$ cat src/rtl/buffer_dma_engine_pkg.sv
// Shared accelerator package: DMA engine states, status codes and
// default sizing constants.
package buffer_dma_engine_pkg;

   localparam int unsigned DMA_N_PE     = 16;
   localparam int unsigned DMA_N_BUF    = 2;
   localparam int unsigned DMA_DATA_W   = 16;
   localparam int unsigned DMA_ADDR_EXT = 32;
   localparam int unsigned DMA_ADDR_RAM = 10;
   localparam int unsigned DMA_RD_LAT   = 2;

   typedef enum logic [1:0] {
      ST_IDLE,
      ST_ISSUE,
      ST_DRAIN,
      ST_FINISH
   } dma_state_e;

   typedef enum logic [1:0] {
      STAT_OK    = 2'b00,
      STAT_ABORT = 2'b01,
      STAT_BAD   = 2'b10
   } dma_status_e;

endpackage

$ cat src/rtl/buffer_dma_engine_dma_ptr_bank.sv
// Per-bank write/read pointer array, one pointer per (buffer, bank)
// pair, with global clear and single-entry post-increment.
module dma_ptr_bank #(
   parameter int unsigned N_PTR = 32,
   parameter int unsigned AW    = 10,
   parameter int unsigned IW    = 5
) (
   input  logic          clk,
   input  logic          rst_n,
   input  logic          clr,
   input  logic          inc,
   input  logic [IW-1:0] idx,
   output logic [AW-1:0] ptr
);

   logic [AW-1:0] ptr_q [N_PTR];
   logic [AW-1:0] ptr_d [N_PTR];

   always_comb begin
      ptr_d = ptr_q;
      if (clr) begin
         for (int i = 0; i < int'(N_PTR); i++) ptr_d[i] = '0;
      end else if (inc) begin
         // Wraps modulo 2^AW by natural overflow.
         ptr_d[idx] = ptr_q[idx] + 1'b1;
      end
   end

   always_ff @(posedge clk or negedge rst_n) begin
      if (!rst_n) begin
         for (int i = 0; i < int'(N_PTR); i++) ptr_q[i] <= '0;
      end else begin
         ptr_q <= ptr_d;
      end
   end

   assign ptr = ptr_q[idx];

endmodule

$ cat src/rtl/buffer_dma_engine.sv
// Strided DMA between external memory and banked on-chip buffers,
// one word per cycle, with abort and layer-boundary pointer clear.
module buffer_dma_engine
   import buffer_dma_engine_pkg::*;
#(
   parameter int unsigned N_PE     = DMA_N_PE,
   parameter int unsigned N_BUF    = DMA_N_BUF,
   parameter int unsigned DATA_W   = DMA_DATA_W,
   parameter int unsigned ADDR_EXT = DMA_ADDR_EXT,
   parameter int unsigned ADDR_RAM = DMA_ADDR_RAM,
   parameter int unsigned RD_LAT   = DMA_RD_LAT
) (
   input  logic                      clk,
   input  logic                      rst_n,
   input  logic                      cmd_valid,
   output logic                      cmd_ready,
   input  logic                      cmd_dir,
   input  logic [ADDR_EXT-1:0]       cmd_ext_start,
   input  logic [15:0]               cmd_ext_stride,
   input  logic [31:0]               cmd_words,
   input  logic [$clog2(N_BUF)-1:0]  cmd_buf,
   input  logic [$clog2(N_PE):0]     cmd_bank,
   input  logic                      ptr_clr,
   input  logic                      abort,
   output logic                      busy,
   output logic                      done,
   output logic [1:0]                status,
   output logic                      ext_re,
   output logic [ADDR_EXT-1:0]       ext_rd_addr,
   input  logic [DATA_W-1:0]         ext_rd_data,
   output logic                      ext_we,
   output logic [ADDR_EXT-1:0]       ext_wr_addr,
   output logic [DATA_W-1:0]         ext_wr_data,
   output logic [$clog2(N_BUF)-1:0]  buf_sel,
   output logic [N_PE-1:0]           buf_w_en,
   output logic [ADDR_RAM-1:0]       buf_w_addr,
   output logic [DATA_W-1:0]         buf_w_data,
   output logic [N_PE-1:0]           buf_r_en,
   output logic [ADDR_RAM-1:0]       buf_r_addr,
   input  logic [DATA_W-1:0]         buf_r_data
);

   localparam int unsigned BUF_W  = $clog2(N_BUF);
   localparam int unsigned BANK_W = $clog2(N_PE);
   localparam int unsigned IDX_W  = $clog2(N_BUF * N_PE);

   dma_state_e          state_q, state_d;
   logic [1:0]          status_q, status_d;
   logic                dir_q, dir_d;
   logic [ADDR_EXT-1:0] addr_q, addr_d;
   logic [15:0]         stride_q, stride_d;
   logic [31:0]         cnt_q, cnt_d;
   logic [BUF_W-1:0]    buf_q, buf_d;
   logic [BANK_W-1:0]   bank_q, bank_d;
   logic [RD_LAT-1:0]   vld_q, vld_d;
   logic                wvld_q, wvld_d;
   logic [DATA_W-1:0]   wdata_q, wdata_d;
   logic                rvld_q, rvld_d;
   logic [ADDR_EXT-1:0] waddr_q, waddr_d;
   logic                pend_clr_q, pend_clr_d;

   logic                issue;
   logic                ld_issue;
   logic                sv_issue;
   logic                cmd_bad;
   logic                clr;
   logic [IDX_W-1:0]    ptr_idx;
   logic [ADDR_RAM-1:0] ptr;
   logic [N_PE-1:0]     bank_oh;

   assign issue    = (state_q == ST_ISSUE);
   assign ld_issue = issue && !dir_q;
   assign sv_issue = issue && dir_q;
   assign cmd_bad  = (int'(cmd_bank) >= int'(N_PE)) ||
                     (int'(cmd_buf) >= int'(N_BUF));

   always_comb begin
      state_d    = state_q;
      status_d   = status_q;
      dir_d      = dir_q;
      addr_d     = addr_q;
      stride_d   = stride_q;
      cnt_d      = cnt_q;
      buf_d      = buf_q;
      bank_d     = bank_q;
      pend_clr_d = pend_clr_q;
      unique case (state_q)
         ST_IDLE: begin
            if (cmd_valid) begin
               dir_d    = cmd_dir;
               addr_d   = cmd_ext_start;
               stride_d = cmd_ext_stride;
               cnt_d    = cmd_words;
               buf_d    = cmd_buf;
               bank_d   = cmd_bank[BANK_W-1:0];
               status_d = STAT_OK;
               if (cmd_bad) begin
                  status_d = STAT_BAD;
                  state_d  = ST_FINISH;
               end else if (cmd_words == '0) begin
                  state_d = ST_FINISH;
               end else begin
                  state_d = ST_ISSUE;
               end
            end
         end
         ST_ISSUE: begin
            addr_d = addr_q + ADDR_EXT'(stride_q);
            cnt_d  = cnt_q - 1'b1;
            if (abort) begin
               status_d = STAT_ABORT;
               state_d  = ST_DRAIN;
            end else if (cnt_q == 32'd1) begin
               state_d = ST_DRAIN;
            end
         end
         ST_DRAIN: begin
            if (abort) status_d = STAT_ABORT;
            // The last buffer write or ext write retires this cycle.
            if (vld_q == '0) state_d = ST_FINISH;
         end
         ST_FINISH: begin
            state_d    = ST_IDLE;
            pend_clr_d = 1'b0;
         end
         default: state_d = ST_IDLE;
      endcase
      if (ptr_clr && (state_q == ST_ISSUE || state_q == ST_DRAIN))
         pend_clr_d = 1'b1;
   end

   always_comb begin
      vld_d   = (vld_q << 1) | RD_LAT'(ld_issue);
      wvld_d  = vld_q[RD_LAT-1];
      wdata_d = vld_q[RD_LAT-1] ? ext_rd_data : wdata_q;
      rvld_d  = sv_issue;
      waddr_d = sv_issue ? addr_q : waddr_q;
   end

   always_ff @(posedge clk or negedge rst_n) begin
      if (!rst_n) begin
         state_q    <= ST_IDLE;
         status_q   <= STAT_OK;
         dir_q      <= 1'b0;
         addr_q     <= '0;
         stride_q   <= '0;
         cnt_q      <= '0;
         buf_q      <= '0;
         bank_q     <= '0;
         vld_q      <= '0;
         wvld_q     <= 1'b0;
         wdata_q    <= '0;
         rvld_q     <= 1'b0;
         waddr_q    <= '0;
         pend_clr_q <= 1'b0;
      end else begin
         state_q    <= state_d;
         status_q   <= status_d;
         dir_q      <= dir_d;
         addr_q     <= addr_d;
         stride_q   <= stride_d;
         cnt_q      <= cnt_d;
         buf_q      <= buf_d;
         bank_q     <= bank_d;
         vld_q      <= vld_d;
         wvld_q     <= wvld_d;
         wdata_q    <= wdata_d;
         rvld_q     <= rvld_d;
         waddr_q    <= waddr_d;
         pend_clr_q <= pend_clr_d;
      end
   end

   assign clr = (state_q == ST_IDLE && ptr_clr) ||
                (state_q == ST_FINISH && (pend_clr_q || ptr_clr));

   assign ptr_idx = IDX_W'(int'(buf_q) * int'(N_PE) + int'(bank_q));

   dma_ptr_bank #(
      .N_PTR (N_BUF * N_PE),
      .AW    (ADDR_RAM),
      .IW    (IDX_W)
   ) u_ptr (
      .clk   (clk),
      .rst_n (rst_n),
      .clr   (clr),
      .inc   (wvld_q || sv_issue),
      .idx   (ptr_idx),
      .ptr   (ptr)
   );

   assign bank_oh     = N_PE'(1) << bank_q;
   assign cmd_ready   = (state_q == ST_IDLE) && rst_n;
   assign busy        = (state_q != ST_IDLE);
   assign done        = (state_q == ST_FINISH);
   assign status      = status_q;
   assign ext_re      = ld_issue;
   assign ext_rd_addr = addr_q;
   assign ext_we      = rvld_q;
   assign ext_wr_addr = waddr_q;
   assign ext_wr_data = buf_r_data;
   assign buf_sel     = buf_q;
   assign buf_w_en    = wvld_q ? bank_oh : '0;
   assign buf_w_addr  = ptr;
   assign buf_w_data  = wdata_q;
   assign buf_r_en    = sv_issue ? bank_oh : '0;
   assign buf_r_addr  = ptr;

endmodule

$ cat config.mk
export PLATFORM = sky130hd
export DESIGN_NAME = buffer_dma_engine
export DESIGN_NICKNAME = d
export VERILOG_FILES = /design/src/rtl/buffer_dma_engine_pkg.sv /design/src/rtl/buffer_dma_engine_dma_ptr_bank.sv /design/src/rtl/buffer_dma_engine.sv
export SDC_FILE = /design/constraint.sdc
export NUM_CORES = 1
export LEC_CHECK = 0
export ABC_AREA = 1
export CORE_UTILIZATION = 40
export CTS_CLUSTER_SIZE = 14
export DETAILED_ROUTE_END_ITERATION = 7
export GPL_TIMING_DRIVEN = 0
export PLACE_DENSITY = 0.6
export RECOVER_POWER = 50
export SETUP_SLACK_MARGIN = 0.05
export SYNTH_ARGS = -nofsm -noshare
export SYNTH_HDL_FRONTEND = slang
export SYNTH_HIERARCHICAL = 1
export SYNTH_SLANG_ARGS = --single-unit
$ cat constraint.sdc
create_clock -name clk -period 7.48 [get_ports clk]
set_clock_uncertainty 0.15 [all_clocks]
set_input_delay 1.496 -clock clk [delete_from_list [all_inputs] [get_ports clk]]
set_output_delay 1.496 -clock clk [all_outputs]
set_load 0.02 [all_outputs]
### Yosys cells after proc, flatten, opt, wreduce, memory -nomap -nowiden

Index checks and enable logic that the tools add are counted.

* add/sub/neg operators: 4
* magnitude comparators: 3
* equality and inequality tests: 8
* shift-type cells: 1
* mux-type cells: 27
* bitwise operators: 2
* reduce and logical (&&, ||, !) cells: 25

Operators with widths (number)
* 320-bit 2-to-1 mux: 2
* 320-bit bitwise mux: 1
* 32-bit one-hot mux with 2 select lines: 2
* 32-bit 2-to-1 mux: 2
* 10-bit binary-select mux with 5-bit select: 1
* 10-bit demux with 5-bit select: 1
* 32-bit by 16-bit adder with 32-bit output: 1
* 32-bit by 1-bit equality test with 1-bit output, second input constant: 1
* 32-bit zero test: 1
* 16-bit 2-to-1 mux: 2
* 32-bit by 1-bit subtractor with 32-bit output, second input constant: 1
* 10-bit 2-to-1 mux: 3
* 2-bit 2-to-1 mux: 9
* 1-bit by 4-bit left shift with 16-bit output, first input constant: 1
* 10-bit by 1-bit adder with 10-bit output, second input constant: 1
* 2-bit nonzero test: 5
* 2-bit one-hot mux with 4 select lines: 1
* 1-bit logical AND: 7
* 6-bit >= comparator, second input constant: 1
* 6-bit by 1-bit less-than comparator with 1-bit output, second input constant: 1
* 5-bit inverter with 6-bit output: 1
* 3-bit AND reduction: 2
* 5-bit by 4-bit adder with 5-bit output: 1
* 5-bit >= comparator, second input constant: 1
* other kinds (13): 21

* register bits after elaboration: 463
* output and inout port bits: 156

### Depth between registers and ports, before layout

* word-level depth: 9
* gate-level depth with buffers: 22
* mapped depth without buffers: 18

### Cells and area by module

Netlist, hierarchy kept.

By module, submodules not included
* dma_ptr_bank: instances 1, cells an instance 2100, area an instance 15807.7 um2, sequential area each 8007.7 um2
* buffer_dma_engine: instances 1, cells an instance 1238, area an instance 9034.9 um2, sequential area each 3578.4 um2

### Worst setup path after synthesis

Ideal clock, no wire load.

* path type: reg2out
* start: register buf_q (netlist: buf_sel)
* end: output port buf_w_addr[0]
* arrival time: 2.225 ns
* required time: 5.834 ns
* setup slack: 3.609 ns
* cell stages (with the launch flop): 12
* path through: dfrtp_1 > inv_2 > nor3_4 > buf_2 > nand2_1 > nand2_1 > inv_1 > nand2_1 > nor2_1 > inv_2 > clkbuf_1 > buf_4

* cells in the longest elaborated chain, start to end: 5

RTL lines
* from (decl): RTL line buffer_dma_engine.sv:53 `logic [BUF_W-1:0] buf_q, buf_d;`
* from (signal assigned): RTL line buffer_dma_engine.sv:163 `buf_q <= buf_d;`
* 5-bit by 4-bit adder with 5-bit output: RTL line buffer_dma_engine.sv:177 `assign ptr_idx = IDX_W'(int'(buf_q) * int'(N_PE) + int'(bank_q));`
* 5-bit inverter with 6-bit output (implied by the code): RTL line buffer_dma_engine_dma_ptr_bank.sv:37 `assign ptr = ptr_q[idx];`
* 10-bit binary-select mux with 5-bit select: RTL line buffer_dma_engine_dma_ptr_bank.sv:37
* 10-bit 2-to-1 mux (implied by the code) (2 in series): RTL line buffer_dma_engine_dma_ptr_bank.sv:37
* to (decl): RTL line buffer_dma_engine.sv:36 `output logic [ADDR_RAM-1:0] buf_w_addr,`

Every way passes these cells. The select of a mux whose other input is x is not followed.

### Worst setup path in the final report

* start: register bank_q[1]
* end: output port buf_w_addr[0]

* cells in the longest elaborated chain, start to end: 5

RTL lines
* from (decl): RTL line buffer_dma_engine.sv:54 `logic [BANK_W-1:0] bank_q, bank_d;`
* from (signal assigned): RTL line buffer_dma_engine.sv:164 `bank_q <= bank_d;`
* 5-bit by 4-bit adder with 5-bit output: RTL line buffer_dma_engine.sv:177
* 5-bit inverter with 6-bit output (implied by the code): RTL line buffer_dma_engine_dma_ptr_bank.sv:37
* 10-bit binary-select mux with 5-bit select: RTL line buffer_dma_engine_dma_ptr_bank.sv:37
* 10-bit 2-to-1 mux (implied by the code) (2 in series): RTL line buffer_dma_engine_dma_ptr_bank.sv:37

Every way passes these cells. The select of a mux whose other input is x is not followed.

==> flow_summary.yaml <==
run_status:
  outcome: "finished, violations left"
  failed_checks: "capacitance limit, slew limit"
global_route:
  grt_antenna_before_repair: 3
  grt_pass1_vias: 23450
  gr-usage-all-layers: 0.3298
  overflow: 0
  grt_first_pass_wirelength_um: 153000
  grt_start_max_net_pins: 118
critical_path:
  reg2regPathDepth: 16
  critical-path-top-cell-by-count: "nand2_1"
  crit_path_max_incr_delay_ps: 980
  required_ps: 5830
  cp-end-kind: "output port"
  worstPathMaxFanout: 12
  rrSetupSlack_ps: 1490
  cp-start-kind: "flip-flop"
  critical_path_class: "reg2out"
  crit-reg2reg-capture: "u_ptr/ptr_q[302]"
  cell_chain_of_the_critical_path: "buf_2 > buf_1 > nand2_1 > nand2_1 > nand2_1 > nand2_1 > inv_1 > nand2_1 > nor2_1 > inv_2 > clkbuf_1 > buf_4 > clkdlybuf4s50_1"
  worstPathArrival_ps: 5140
  slowest_stage: "buf_1"
  timing.rr.start: "bank_q[1]"
flow_run:
  max_cap_viol: 3
place:
  io_buffer_count: 263
  routabilityCongestion: 1.049
  post-dp-hpwl_um: 74460
cts:
  clockRootBuffer: "clkbuf_16"
  post_cts_resized: 0
  cts.clk_slew.worst_paths_ps: 60
  deepest_clock_path_buffer_count: 3
  post_cts_buffers: 0
  cts_tree: "done"
  tritoncts_num_sinks: 463
  cts-buffers-inserted: 53
  deepest_level_of_the_cts_h_tree: 2
  clock_insertion_delay_worst_skew_ps: 640
  cts.hold.buffers_added: 0
floorplan:
  die_area_um2: 63110
  rows: 90
  die-height_um: 251.2
  core-area_um2: 60810
  io_pins: 280
  fp.dieW_um: 251.2
  initial_utilization: 0.4085
yosys:
  synth.area.top_cells: "dfrtp_1 (47%), nand2_1 (19%), nand3_1 (4.4%)"
  synth_cell_type_count: 49
  synthDominantAreaCellType: "dfrtp_1"
  synthesis.yosys.warnings: 6
  ys_dominant_reg_cell: "dfrtp_1"
  synthesis.area_per_instance_um2: 7.442
  synthCells: 3338
  async_flop_share: 1.000
  seq_cells_post_synth: 463
  synth-seq-area-share: 0.4664
  synthesis.area_um2: 24840
  synth-edff-count: 0
  synth_nets: 3487
  synthDominantCellAreaShare: 0.4664
hold_path:
  hold_path_class: "reg2reg"
  hold_end: "wvld_q"
  whs_path_cells: 0
  launch_instance_of_the_worst_min_delay_path: "vld_q[1]"
sta:
  layout_min_cycle_time_ps: 6789
  slew_at_the_pin_closest_to_its_max_slew_limit_ps: 4919
  max_slew_vio_count: 205
  hold_ws_ps: 223.3
  timing.max_slew.rel_slack: -2.279
  final-hold-violation-count: 0
  fin_crit_sh: 0.9076
  rsz0062_at_grt: "no"
  finalSetupViolations: 0
  max_freq_ghz: 0.1473
pwr:
  share_seq_of_total_power: 0.276
  p_int_w: 0.006363
  power.density_nw_per_um2: 402.2
  pwr-share-comb: 0.486
  total_switching_power_w: 0.005883
  ir_drop_uv: 254.8
  clock_power_share: 0.238
  total_leakage_power_nw: 14.63
  power.switching_fraction: 0.4804
detailed_routing:
  drc_errors: 0
  drt_pre_antenna_iters: 6
  avgViaCountPerCell: 5.481
  detail-route-antenna-nets: 0
  routed-via-count: 24580
  detail_route.wl_per_cell_um: 23.28
  wirelength_um: 104400
  detailedRoute.firstIterationViolations: 2739
finish:
  layout.core_utilization: 0.5007
  final_nets: 3809
  area_of_the_multi_input_gates_um2: 11250
  seqCellArea_um2: 11590
  area_growth_pct: 22.57
  drive_above_1_share: 0.08293
  nFillCells: 6047
## sequential cells by signal, indices dropped and copies added (netlist names)
register / flops
u_ptr/ptr_q: 320
cnt_q: 32
ext_rd_addr: 32
ext_wr_addr: 32
buf_w_data: 16
stride_q: 16
bank_q: 4
state_q: 2
status: 2
vld_q: 2
buf_sel: 1
dir_q: 1
ext_we: 1
pend_clr_q: 1
wvld_q: 1
## power groups by stage
stage,combinational [W],clock (W),sequential (W)
after detailed placement,0.00582,0,0.00340
after global placement,0.00580,0,0.00341
after CTS,0.00585,0.00295,0.00337
after floorplan,0.00304,0,0.00352
final,0.00595,0.00292,0.00338
after global routing,0.00629,0.00306,0.00343
## routing by layer
layer	part of all wire	vias up	global-route usage
met5	0.00028	-	0
met4	0.043	4	0.1380
met3	0.11	245	0.07879
met2	0.45	1310	0.5228
met1	0.40	11720	0.4308
li1	-	11300	-
## worst max path at each step
stage | from | to | slack [ps]
final | bank_q[1] | buf_w_addr[0] | 690
after global routing | rst_n | ext_rd_addr[16] | 380
after CTS | bank_q[1] | buf_w_addr[0] | 930
after detailed placement | bank_q[1] | buf_w_addr[0] | 1600
after global placement | rst_n | buf_w_data[12] | -16860
after floorplan | buf_sel | buf_w_addr[0] | 3610
## cells in the final DEF, fill, tap and decap left out, drive strengths merged, types with 4 or more instances in the layout
master / n
o22ai: 36
o21bai: 4
xnor2: 6
a22oi: 4
clkdlybuf4s50: 253
nand2: 1262
xor2: 23
dlygate4sd3: 9
a31oi: 4
ha: 24
nor3: 34
a22o: 28
buf: 122
o21ai: 344
a21oi: 45
dfrtp: 463
bufinv: 11
nand4: 36
mux2: 34
nand3: 217
clkinv: 27
inv: 267
o211ai: 6
nor2: 295
clkinvlp: 5
clkbuf: 128
## critical path: cells and delay by family, from the launching register on
kind,cells,cell delay [ps]
and+or+nand+nor,6,800
DFF,1,550
buffers and inverters,7,3170
## layout make-up
class                   instances  share of cell area
well taps                     782             0.03213
clock buffers                  73             0.04972
clock inverters                24             0.01377
repair buffers                267             0.08925
multi-input cells            2415              0.3695
plain buffers                 174             0.02971
inverters                     286             0.03534
diodes                          1          0.00008218
flip-flops and latches        463              0.3805
## synth_stat cells, drive strengths merged, types with 24 or more instances
master	instances
nand2	1262
dfrtp	463
o21ai	344
nor2	295
inv	265
nand3	217
buf	127
clkbuf	47
a21oi	45
nand4	36
o22ai	36
mux2	34
nor3	34
a22o	28
ha	24
## stage by stage
stage / setup WS (ps) / total power, W / cells / instance area, µm² / TNS [ps]
2_1_floorplan: 3609 / 0.006560 / 3338 / 24840 / 0
3_3_place_gp: -16860 / 0.009212 / 4383 / 28450 / -7781970
3_5_place_dp: 1596 / 0.009220 / 4387 / 28570 / 0
4_1_cts: 932.8 / 0.01217 / 4484 / 30500 / 0
5_1_grt: 375.0 / 0.01277 / 4484 / 30450 / 0
6_report: 690.8 / 0.01225 / 4485 / 30450 / 0
## logic make-up (layout without fill, tap and decap cells)
family | after synthesis | count (layout) | synth area share
AND/OR/NAND/NOR | 1851 | 1851 | 0.3067
XOR/XNOR | 29 | 29 | 0.01083
adder cells (fa/ha/maj) | 25 | 25 | 0.01289
multiplexers | 34 | 34 | 0.01541
flip-flops | 463 | 463 | 0.4664
buffers and inverters | 460 | 824 | 0.07998
other | 0 | 1 | 0
AO/OA/AOI/OAI | 476 | 476 | 0.1078
Power figures use the tool's default switching activity.
